===== config.mk =====
export PLATFORM = sky130hd
export DESIGN_NAME = regfile_port_arbiter
export DESIGN_NICKNAME = d
export VERILOG_FILES = /design/src/rtl/regfile_port_arbiter.sv
export SDC_FILE = /design/constraint.sdc
export NUM_CORES = 1
export LEC_CHECK = 0
export ABC_AREA = 0
export CAP_MARGIN = 20
export CORE_AREA = 2 2 108 110
export DETAILED_ROUTE_END_ITERATION = 16
export DIE_AREA = 0 0 110 112
export PLACE_DENSITY = 0.73
export SYNTH_ARGS = -nofsm -noshare
export SYNTH_HDL_FRONTEND = slang
export SYNTH_SLANG_ARGS = --single-unit

===== constraint.sdc =====
create_clock -name clk_i -period 7.15 [get_ports clk_i]
set_clock_uncertainty 0.15 [all_clocks]
set_input_delay 1.43 -clock clk_i [delete_from_list [all_inputs] [get_ports clk_i]]
set_output_delay 1.43 -clock clk_i [all_outputs]
set_load 0.01 [all_outputs]

===== src/rtl/regfile_port_arbiter.sv =====
// Round-robin arbiter sharing one register-file read/write port among requesters.
// Optional build macro: REGFILE_ARB_WRITE_PRIORITY_EN (valid writes pre-empt reads).
module regfile_port_arbiter #(
   parameter int DATA_WIDTH     = 32,
   parameter int NUM_REGISTERS  = 3,
   parameter int NUM_REQUESTERS = 4,
   parameter int ADDR_WIDTH     = 2
) (
   input  logic                                 clk_i,
   input  logic                                 reset_n_i,
   input  logic [NUM_REQUESTERS-1:0]            req_valid_i,
   input  logic [NUM_REQUESTERS-1:0]            req_write_i,
   input  logic [NUM_REQUESTERS*ADDR_WIDTH-1:0] req_addr_i,
   input  logic [NUM_REQUESTERS*DATA_WIDTH-1:0] req_data_i,
   output logic [NUM_REQUESTERS-1:0]            req_ready_o,
   output logic [NUM_REQUESTERS-1:0]            rsp_valid_o,
   output logic [DATA_WIDTH-1:0]                rsp_data_o,
   output logic [NUM_REGISTERS-1:0]             rf_select_o,
   output logic                                 rf_write_o,
   output logic [DATA_WIDTH-1:0]                rf_data_o,
   input  logic [DATA_WIDTH-1:0]                rf_data_i
);

   localparam int PTR_W = (NUM_REQUESTERS > 1) ? $clog2(NUM_REQUESTERS) : 1;

   // Handshake: a request is accepted in a cycle where req_valid_i[k] and
   // req_ready_o[k] are both 1; responses have no ready and are never stalled.

   logic [PTR_W-1:0]          r_ptr;
   logic [NUM_REQUESTERS-1:0] r_rsp_valid;
   logic [DATA_WIDTH-1:0]     r_rsp_data;

   logic [NUM_REQUESTERS-1:0] w_eligible;
   logic [NUM_REQUESTERS-1:0] w_grant;
   logic [PTR_W-1:0]          w_win;
   logic [PTR_W-1:0]          w_ptr_next;
   logic                      w_found;
   logic                      w_gnt_en;
   logic                      w_win_write;
   logic [ADDR_WIDTH-1:0]     w_addr;
   logic                      w_in_range;
   logic [DATA_WIDTH-1:0]     w_wdata;

`ifdef REGFILE_ARB_WRITE_PRIORITY_EN
   logic w_any_write;
   assign w_any_write = |(req_valid_i & req_write_i);
   assign w_eligible  = w_any_write ? (req_valid_i & req_write_i) : req_valid_i;
`else
   assign w_eligible  = req_valid_i;
`endif

   // Cyclic search starting at r_ptr; first eligible requester wins.
   always_comb begin
      int idx;
      idx     = 0;
      w_found = 1'b0;
      w_win   = '0;
      for (int i = 0; i < NUM_REQUESTERS; i++) begin
         idx = int'(r_ptr) + i;
         if (idx >= NUM_REQUESTERS) idx = idx - NUM_REQUESTERS;
         if (!w_found && w_eligible[idx]) begin
            w_found = 1'b1;
            w_win   = PTR_W'(idx);
         end
      end
   end

   assign w_gnt_en    = w_found & reset_n_i;
   assign w_grant     = w_gnt_en ? (NUM_REQUESTERS'(1) << w_win) : '0;
   assign w_win_write = req_write_i[w_win];
   assign w_addr      = req_addr_i[w_win*ADDR_WIDTH +: ADDR_WIDTH];
   assign w_wdata     = req_data_i[w_win*DATA_WIDTH +: DATA_WIDTH];
   assign w_in_range  = (int'(w_addr) < NUM_REGISTERS);
   assign w_ptr_next  = (int'(w_win) == NUM_REQUESTERS - 1) ? '0 : w_win + PTR_W'(1);

   assign req_ready_o = w_grant;
   assign rf_select_o = (w_gnt_en && w_in_range) ? (NUM_REGISTERS'(1) << w_addr) : '0;
   assign rf_write_o  = w_gnt_en & w_in_range & w_win_write;
   assign rf_data_o   = w_gnt_en ? w_wdata : '0;

   // Out-of-range reads return zero rather than whatever the unselected port drives.
   always_ff @(posedge clk_i or negedge reset_n_i) begin
      if (!reset_n_i) begin
         r_ptr       <= '0;
         r_rsp_valid <= '0;
         r_rsp_data  <= '0;
      end else begin
         if (w_gnt_en) r_ptr <= w_ptr_next;
         r_rsp_valid <= (w_gnt_en && !w_win_write) ? w_grant : '0;
         if (w_gnt_en && !w_win_write) r_rsp_data <= w_in_range ? rf_data_i : '0;
      end
   end

   assign rsp_valid_o = r_rsp_valid;
   assign rsp_data_o  = r_rsp_data;

endmodule


==> impl_metrics.yaml, run 1 <==
outcome:
  status: "complete, no violations"
global_route:
  grt_max_degree: 56
  antenna_found_initial: 0
  grt_pass1_vias: 4227
  grt_usage: 0.2129
  gr-total-overflow: 0
  grt_pass1_wl_um: 20870
logic_synthesis:
  yosysSeqAreaShare: 0.2909
  syn-num-nets: 605
  ys_ff_latch: 38
  synth.avg_cell_area_um2: 7.729
  synth_edf_count: 0
  async_reset_ff_frac: 1.000
  synth_xor_area_frac: 0
  syn_inst: 423
  synth_adder_area_share: 0.01531
  synth_warnings: 0
  muxShareOfSynthArea: 0.003062
  synthSimpleGateAreaFrac: 0.3188
  synth_cell_type_count: 36
  synth_area_um2: 3269
  synth_top_family_by_area: "simple AND/OR/NAND/NOR gates"
  synth-main-ff-cell: "dfrtp_1"
  synth_compound_area_frac: 0.2679
final_layout:
  stdcell_count: 797
  multiInputGateArea_um2: 1997
  fillers: 1052
  ff_latch_area_um2: 950.9
  mostFrequentLayoutCells: "clkdlybuf4s50_1, nand2_1, dfrtp_1"
  diodes: 0
  final_common_cell: "clkdlybuf4s50_1"
  area_growth_syn_to_layout_pct: 84.19
  nNetsFinal: 835
  finish.utilization: 0.5389
  drive_above_1_share: 0.09786
critical_path:
  required_ps: 5570
  cp_top_family: "buffers and inverters"
  path_class: "in2out"
  crit_path_start_kind: "input pin"
  cp.arrival_ps: 4420
  crit_fanout: 38
  path_common_cell: "clkdlybuf4s50_1"
  cpPeakStageDelay_ps: 610
  cp_slowest_cell: "clkdlybuf4s50_1"
  cp-end-kind: "output port"
  cp_cell_sequence: "clkdlybuf4s50_1, nor2b_1, o21a_1, nor3_4, inv_2, a211oi_2, or2_2, nor3b_1, clkdlybuf4s50_1"
  path_buf_inv: 3
floorplan:
  rows: 39
  die_area_um2: 12320
  core_um2: 11170
  fp.dieH_um: 112
  io_pins: 254
  die_width_um: 110
  initial_core_util: 0.2926
routing:
  drt-total-wl_um: 13270
  wl_per_cell_um: 16.64
  ant_nets: 0
  dr.pass1.iters: 4
  num_vias: 4101
  drt_iter0_drc: 248
  via_per_inst: 5.146
  post-route-drc-count: 0
pwr:
  vdd_drop_max_mv: 0.1577
  p_leak_nw: 2.580
  power_per_cell_area_nw_per_um2: 275.2
clock_tree:
  clk_path_buf_depth: 2
  cts_buffers: 5
  ctsHoldBuffers: 0
  htreeDepth: 2
  postCtsSetupBuffers: 0
  cts_resized: 0
  cts.sinks: 38
  cts_tree: "yes"
  worstSkewPairLatency_ps: 280
  path_clk_slew_ps: 60
  clockRootBuffer: "clkbuf_16"
timing:
  grt_setup_unrepaired: "false"
  min_period_over_period: 0.8389
  min_period_ps: 5998
  timing.setup.tns_ps: 0
  slew_headroom: 0.3547
  max_freq_mhz: 166.7
  slew_violations: 0
  tightestPinTransition_ps: 968.0
  setup_viol: 0
  report.final.hold_viol_count: 0
min_path:
  hold_class: "reg2reg"
place:
  dp.cells: 789
  port-buffer-count: 253
  dpl.hpwl_um: 9992
  gp_congestion: 0.8635
run:
  drv_cap: 0
[worst paths after layout]
check	slack (ps)	to	from	cells past startpoint
max	1150	rf_select_o[2]	req_valid_i[3]	9
min	350	rsp_data_o[0]	rsp_data_o[0]	2
max reg2reg	3490	rsp_data_o[1]	r_ptr[1]	9
min reg2reg	350	rsp_data_o[0]	rsp_data_o[0]	2
max in group asynchronous	5100	rsp_data_o[8]	reset_n_i	1
min in group asynchronous	1150	rsp_data_o[23]	reset_n_i	1
[logic make-up after synthesis]
kind of cell               Yosys count
and+or+nand+nor                    221
buffers and inverters               74
DFF                                 38
adders and majority gates            4
AOI/OAI and AO/OA                   85
muxes                                1
[flip-flops by register name (all words and copies together), names as in the netlist]
signal	count
r_ptr	2
rsp_data_o	32
rsp_valid_o	4
[per-stage QoR]
step / area, um^2 / hold slack (ps) / power [W] / setup slack [ps]
floorplan: 3269 / 382.7 / 0.0009593 / 2600
global placement: 5871 / 331.8 / 0.001418 / 1211
detailed placement: 5871 / 343.2 / 0.001442 / 1131
CTS: 6022 / 356.1 / 0.001672 / 1137
global route: 6022 / 381.0 / 0.001780 / 887.3
finish: 6022 / 353.0 / 0.001657 / 1152
[worst reg2reg max path, cell delays in order (launching register included)]
cell and delay (ps):
dfrtp_1 440, nor2b_1 180, a22o_2 330, nor2_8 340, inv_2 220, buf_12 230, o2111ai_2 220, buf_4 360
and2_2 890, o31ai_1 140
[report_power, final]
part           leakage (nW)  total (W)  internal (W)  switching [W]
sequential            0.485   0.000349      0.000301      0.0000479
clock                0.0729   0.000226      0.000138      0.0000876
combinational          2.02    0.00108      0.000536       0.000547
total                  2.58    0.00166      0.000975       0.000682
[final cells by class]
cell class | count | area share
clock buffers | 6 | 0.02306
clock inverters | 2 | 0.002078
inverters | 37 | 0.02306
multi-input cells | 311 | 0.3316
flip-flops and latches | 38 | 0.1579
well taps | 143 | 0.02971
repair buffers | 260 | 0.4326
[metal layers]
metal	track usage	vias up	wire length, um
met1	0.2396	1936	5008
li1	-	1930	-
met3	0.04333	29	1064
met2	0.3845	206	6784
met5	0	-	0
met4	0.08354	0	409
[synth_stat cells (all sizes together), types with 3 or more instances]
cell type | count | area [um^2]
clkbuf | 20 | 75.07
nand2 | 132 | 495.5
nand3 | 32 | 160.2
ha | 4 | 50.05
nor2 | 4 | 31.28
o31ai | 32 | 390.4
a311oi | 32 | 280.3
nor3b | 3 | 22.52
o21a | 5 | 37.54
inv | 37 | 138.9
and3 | 33 | 206.5
nor2b | 5 | 31.28
and2 | 6 | 37.54
a211oi | 4 | 50.05
dfrtp | 38 | 950.9
buf | 17 | 126.4
Note: power is estimated with default switching activity, not from simulation.
==> inputs of run 2 (changes only) <==
- PLACE_DENSITY: 0.73 -> 0.76
- clock period: 7.15 -> 5.4 ns (I/O delays scaled with it)
==> run 2 against run 1 <==
  * Global-route usage down 0.10 points
  * Largest power group unchanged
  * Highest routed layer unchanged
  * Register-to-register slack worse by 1300 ps
  * Die area unchanged
  * Total power up 39%
  * Worst setup slack worse by 960 ps
  * Combinational power up 35%
==> impl_metrics.yaml, run 2 (same netlist as run 1, synthesis figures left out) <==
floorplan:
  rows: 39
  core_um2: 11170
  fp.dieH_um: 112
  initial_core_util: 0.2926
  io_pins: 254
  die_width_um: 110
  die_area_um2: 12320
timing:
  max_freq_mhz: 192.1
  final.setup.worst_slack_ps: 193.2
  setup_viol: 0
  slew_headroom: 0.3808
  timing.setup.tns_ps: 0
  hold_ws_ps: 360.0
  min_period_ps: 5207
  tightestPinTransition_ps: 928.7
  grt_setup_unrepaired: "false"
  min_period_over_period: 0.9642
  report.final.hold_viol_count: 0
  slew_violations: 0
routing:
  wl_per_cell_um: 16.47
  via_per_inst: 5.076
  drt_iter0_drc: 280
  post-route-drc-count: 0
  drt-total-wl_um: 13240
  ant_nets: 0
  dr.pass1.iters: 4
  num_vias: 4081
final_layout:
  area_growth_syn_to_layout_pct: 87.10
  final_common_cell: "clkdlybuf4s50_1"
  nNetsFinal: 842
  drive_above_1_share: 0.1074
  diodes: 0
  largest_register_ffs: 32
  stdcell_count: 804
  fillers: 1008
  mostFrequentLayoutCells: "clkdlybuf4s50_1, nand2_1, dfrtp_1"
critical_path:
  required_ps: 4170
  r2r-end: "rsp_data_o[1]"
  reg2reg_from: "r_ptr[1]"
  crit_fanout: 46
  crit_path_start_kind: "input pin"
  cp.arrival_ps: 3980
  reg2reg_depth: 9
  path_class: "in2out"
  regToRegSetupSlack_ps: 2160
  cp-end-kind: "output port"
clock_tree:
  ctsHoldBuffers: 0
  clockRootBuffer: "clkbuf_16"
  cts.sinks: 38
  cts_tree: "yes"
  path_clk_slew_ps: 60
  cts_buffers: 5
  worstSkewPairLatency_ps: 270
  cts_resized: 0
  postCtsSetupBuffers: 0
  clk_path_buf_depth: 2
  htreeDepth: 2
min_path:
  min_delay_worst_endpoint: "rsp_data_o[4]"
  hp-start: "rsp_data_o[4]"
  hold_class: "reg2reg"
  min_path_cells: 2
pwr:
  switchingPower_w: 0.0009048
  power_per_cell_area_nw_per_um2: 375.9
  power.total_w: 0.002300
  switching_share: 0.3935
  vdd_drop_max_mv: 0.3163
  p_leak_nw: 2.634
  seq_power_share: 0.202
  comb_power_share: 0.634
  p_int_w: 0.001395
  pwr-share-clk: 0.164
place:
  port-buffer-count: 253
  dpl.hpwl_um: 10280
  dp.cells: 796
  gp_congestion: 0.9566
  detailedPlace.worstSlack_ps: 269.0
global_route:
  gr-total-overflow: 0
  grt_pass1_vias: 4258
  grt_max_degree: 47
  grt_usage: 0.2119
  antenna_found_initial: 0
  grt_pass1_wl_um: 20650
outcome:
  status: "complete, no violations"
run:
  drv_cap: 0
run 2: changes by cell type in the layout (fill, tap and decap cells not counted):
cell | before | now
clkinv_2 | 1 | 0
bufinv_16 | 0 | 2
clkinv_4 | 0 | 1
clkbuf_8 | 1 | 0
clkinvlp_4 | 1 | 0
buf_4 | 5 | 12
run 2: critical path, cell delays in order:
cell             delay [ps]
clkdlybuf4s50_1         620
nand3b_1                170
o221ai_2                230
nor2_8                  250
buf_12                  240
nand2_1                 110
and3_1                  190
a311oi_1                430
clkdlybuf4s50_1         630
run 2: power groups by stage:
stage | Combinational, W | Sequential, W | Clock [W]
after floorplan | 0.000759 | 0.000512 | 0
after global placement | 0.00144 | 0.000464 | 0
after detailed placement | 0.00147 | 0.000469 | 0
after CTS | 0.00147 | 0.000465 | 0.000382
after global routing | 0.00160 | 0.000478 | 0.000394
final | 0.00146 | 0.000464 | 0.000378
run 2: worst max path at each step:
| stage | start | end | slack, ps | cells past startpoint |
|---|---|---|---|---|
| 6_report | req_valid_i[3] | rf_data_o[0] | 190 | 9 |
| 5_1_grt | req_valid_i[3] | rf_data_o[0] | 40 | 9 |
| 4_1_cts | req_valid_i[3] | rf_data_o[0] | 270 | 9 |
| 3_5_place_dp | req_valid_i[3] | rf_data_o[0] | 270 | 9 |
| 3_3_place_gp | req_valid_i[3] | rf_data_o[0] | 380 | 9 |
| 2_1_floorplan | req_valid_i[0] | rf_data_o[10] | 1550 | 7 |
run 2: metal layers:
metal	routed length [um]	global-route usage
met1	4743	0.2312
met2	6832	0.3918
met3	1228	0.04391
met4	435	0.08017
met5	0	0
run 2: area by class of cell:
cell class,count,area [um^2],area share
clock buffer,5,125.1,0.02045
clock inverter,3,68.82,0.01125
inverter,37,138.9,0.02270
multi-input combinational,311,1997,0.3264
sequential,38,950.9,0.1555
tap,143,178.9,0.02925
timing repair buffer,267,2658,0.4344
run 2: per-stage QoR:
step | util | instance area, um^2
3_3_place_gp | 0.5301 | 5923
3_5_place_dp | 0.5301 | 5923
2_1_floorplan | - | 3269
4_1_cts | 0.5474 | 6117
6_report | 0.5474 | 6117
5_1_grt | 0.5474 | 6117
==> inputs of run 3 (changes only) <==
- CORE_AREA: 2 2 108 110 -> 2 2 106 108
- CTS_CLUSTER_DIAMETER: unset -> 30
- DIE_AREA: 0 0 110 112 -> 0 0 108 110
- PLACE_DENSITY: 0.76 -> 0.79
==> run 3 against run 2 <==
  * Hold slack got worse by 5.2 ps
  * Fmax increased by 0.33%
  * Total power decreased by 9.1%
  * Non-clock buffer count decreased by 3
  * Register-to-register slack improved by 300 ps
  * Routed wire length about the same
  * Sequential share of layout area increased by 0.37 points
  * Die area decreased by 3.6%
  * Combinational power about the same
  * Design area decreased by 2.3%
  * First-iteration DRC count decreased by 14%
  * Critical endpoint is now rf_data_o[18]
==> impl_metrics.yaml, run 3 (same netlist as run 1, synthesis figures left out) <==
outcome:
  status: "complete, no violations"
global_route:
  grt_pass1_vias: 4166
  antenna_found_initial: 0
  gr-total-overflow: 0
  grt_usage: 0.2174
  grt_pass1_wl_um: 20420
  grt_max_degree: 67
floorplan:
  io_pins: 254
  rows: 38
  initial_core_util: 0.3056
  die_area_um2: 11880
  core_um2: 10700
  die_width_um: 108
  fp.dieH_um: 110
critical_path:
  crit_fanout: 66
  cp.arrival_ps: 3960
  path_class: "in2out"
  reg2reg_depth: 8
  cp_top_family: "buffers and inverters"
  cp-end-kind: "output port"
  cp_num_cells: 10
  cp_cell_sequence: "clkdlybuf4s50_1, inv_2, o221ai_2, nor2_8, inv_2, buf_12, nand2_1, and3_1, a311oi_1, clkdlybuf4s50_1"
  cpPeakStageDelay_ps: 620
  path_buf_inv: 5
  crit_path_start_kind: "input pin"
  regToRegSetupSlack_ps: 2460
  cp_slowest_cell: "clkdlybuf4s50_1"
  required_ps: 4170
timing:
  max_freq_mhz: 192.7
  grt_setup_unrepaired: "false"
  timing.setup.tns_ps: 0
  report.final.hold_viol_count: 0
  slew_violations: 0
  min_period_over_period: 0.9610
  hold_ws_ps: 354.8
  min_period_ps: 5190
  slew_headroom: 0.3674
  final.setup.worst_slack_ps: 210.4
  setup_viol: 0
  tightestPinTransition_ps: 948.9
min_path:
  hold_class: "reg2reg"
  min_path_cells: 2
clock_tree:
  htreeDepth: 2
  clk_path_buf_depth: 2
  cts_buffers: 5
  cts_tree: "yes"
  postCtsSetupBuffers: 0
  worstSkewPairLatency_ps: 290
  path_clk_slew_ps: 70
  clockRootBuffer: "clkbuf_8"
  cts_resized: 0
  ctsHoldBuffers: 0
  cts.sinks: 38
final_layout:
  diodes: 0
  final_common_cell: "clkdlybuf4s50_1"
  area_growth_syn_to_layout_pct: 82.78
  drive_above_1_share: 0.1020
  ff_latch_area_um2: 950.9
  largest_register_ffs: 32
  multiInputGateArea_um2: 1997
  fillers: 973
  finish.utilization: 0.5586
  mostFrequentLayoutCells: "clkdlybuf4s50_1, nand2_1, dfrtp_1"
  nNetsFinal: 839
routing:
  via_per_inst: 5.129
  drt_iter0_drc: 242
  post-route-drc-count: 0
  num_vias: 4088
  dr.pass1.iters: 4
  drt-total-wl_um: 13240
  wl_per_cell_um: 16.61
  ant_nets: 0
place:
  port-buffer-count: 253
  gp_congestion: 0.9269
  detailedPlace.worstSlack_ps: 219.6
  dpl.hpwl_um: 10180
pwr:
  vdd_drop_max_mv: 0.2273
  p_leak_nw: 2.570
  power_per_cell_area_nw_per_um2: 350.0
run:
  drv_cap: 0
run 3: cell count changes in the layout (fill, tap and decap cells not counted):
cell       before  now
bufinv_16       2    0
clkbuf_16       5    0
clkinv_4        1    0
clkbuf_8        0    5
buf_4          12    9
clkinv_2        0    2
run 3: path summary, 6_finish.rpt:
kind,from,endpoint
max reg2reg,r_ptr[1],rsp_data_o[1]
max in group asynchronous,reset_n_i,rsp_data_o[29]
min,rsp_data_o[0],rsp_data_o[0]
min in group asynchronous,reset_n_i,rsp_data_o[19]
max,req_valid_i[1],rf_data_o[18]
min reg2reg,rsp_data_o[0],rsp_data_o[0]
run 3: cell type report:
| cell class | instances | area share |
|---|---|---|
| clock buffer | 5 | 0.01152 |
| clock inverter | 2 | 0.001675 |
| inverter | 37 | 0.02324 |
| multi-input combinational | 311 | 0.3342 |
| sequential | 38 | 0.1591 |
| tap | 140 | 0.02931 |
| timing repair buffer | 264 | 0.4410 |
run 3: worst register-to-register path: cells and delay by family, from the launching register on:
kind            cells  cell delay (ps)
simple gates        3             1290
compound gates      3              480
flops               1              440
buf+inv             2              410
run 3: per-stage QoR:
step | total power, W | cell area [um^2] | cells
6_report | 0.002091 | 5976 | 797
5_1_grt | 0.002247 | 5976 | 797
4_1_cts | 0.002106 | 5976 | 797
3_5_place_dp | 0.001916 | 5897 | 790
3_3_place_gp | 0.001880 | 5897 | 790
2_1_floorplan | 0.001270 | 3269 | 423
run 3: power by group:
group	leakage (nW)	switching, W	internal (W)	total [W]
Clock	0.0438	0.0000976	0.0000866	0.000184
Combinational	2.04	0.000728	0.000718	0.00145
Sequential	0.485	0.0000642	0.000398	0.000462
Total	2.57	0.000889	0.00120	0.00209
run 3: metal layers:
layer  vias up  wire length (um)  global-route usage
met5         -                 0                   0
met4         0               374             0.07692
met3        30              1325             0.05938
met2       213              6599              0.4057
met1      1909              4939              0.2362
li1       1936                 -                   -
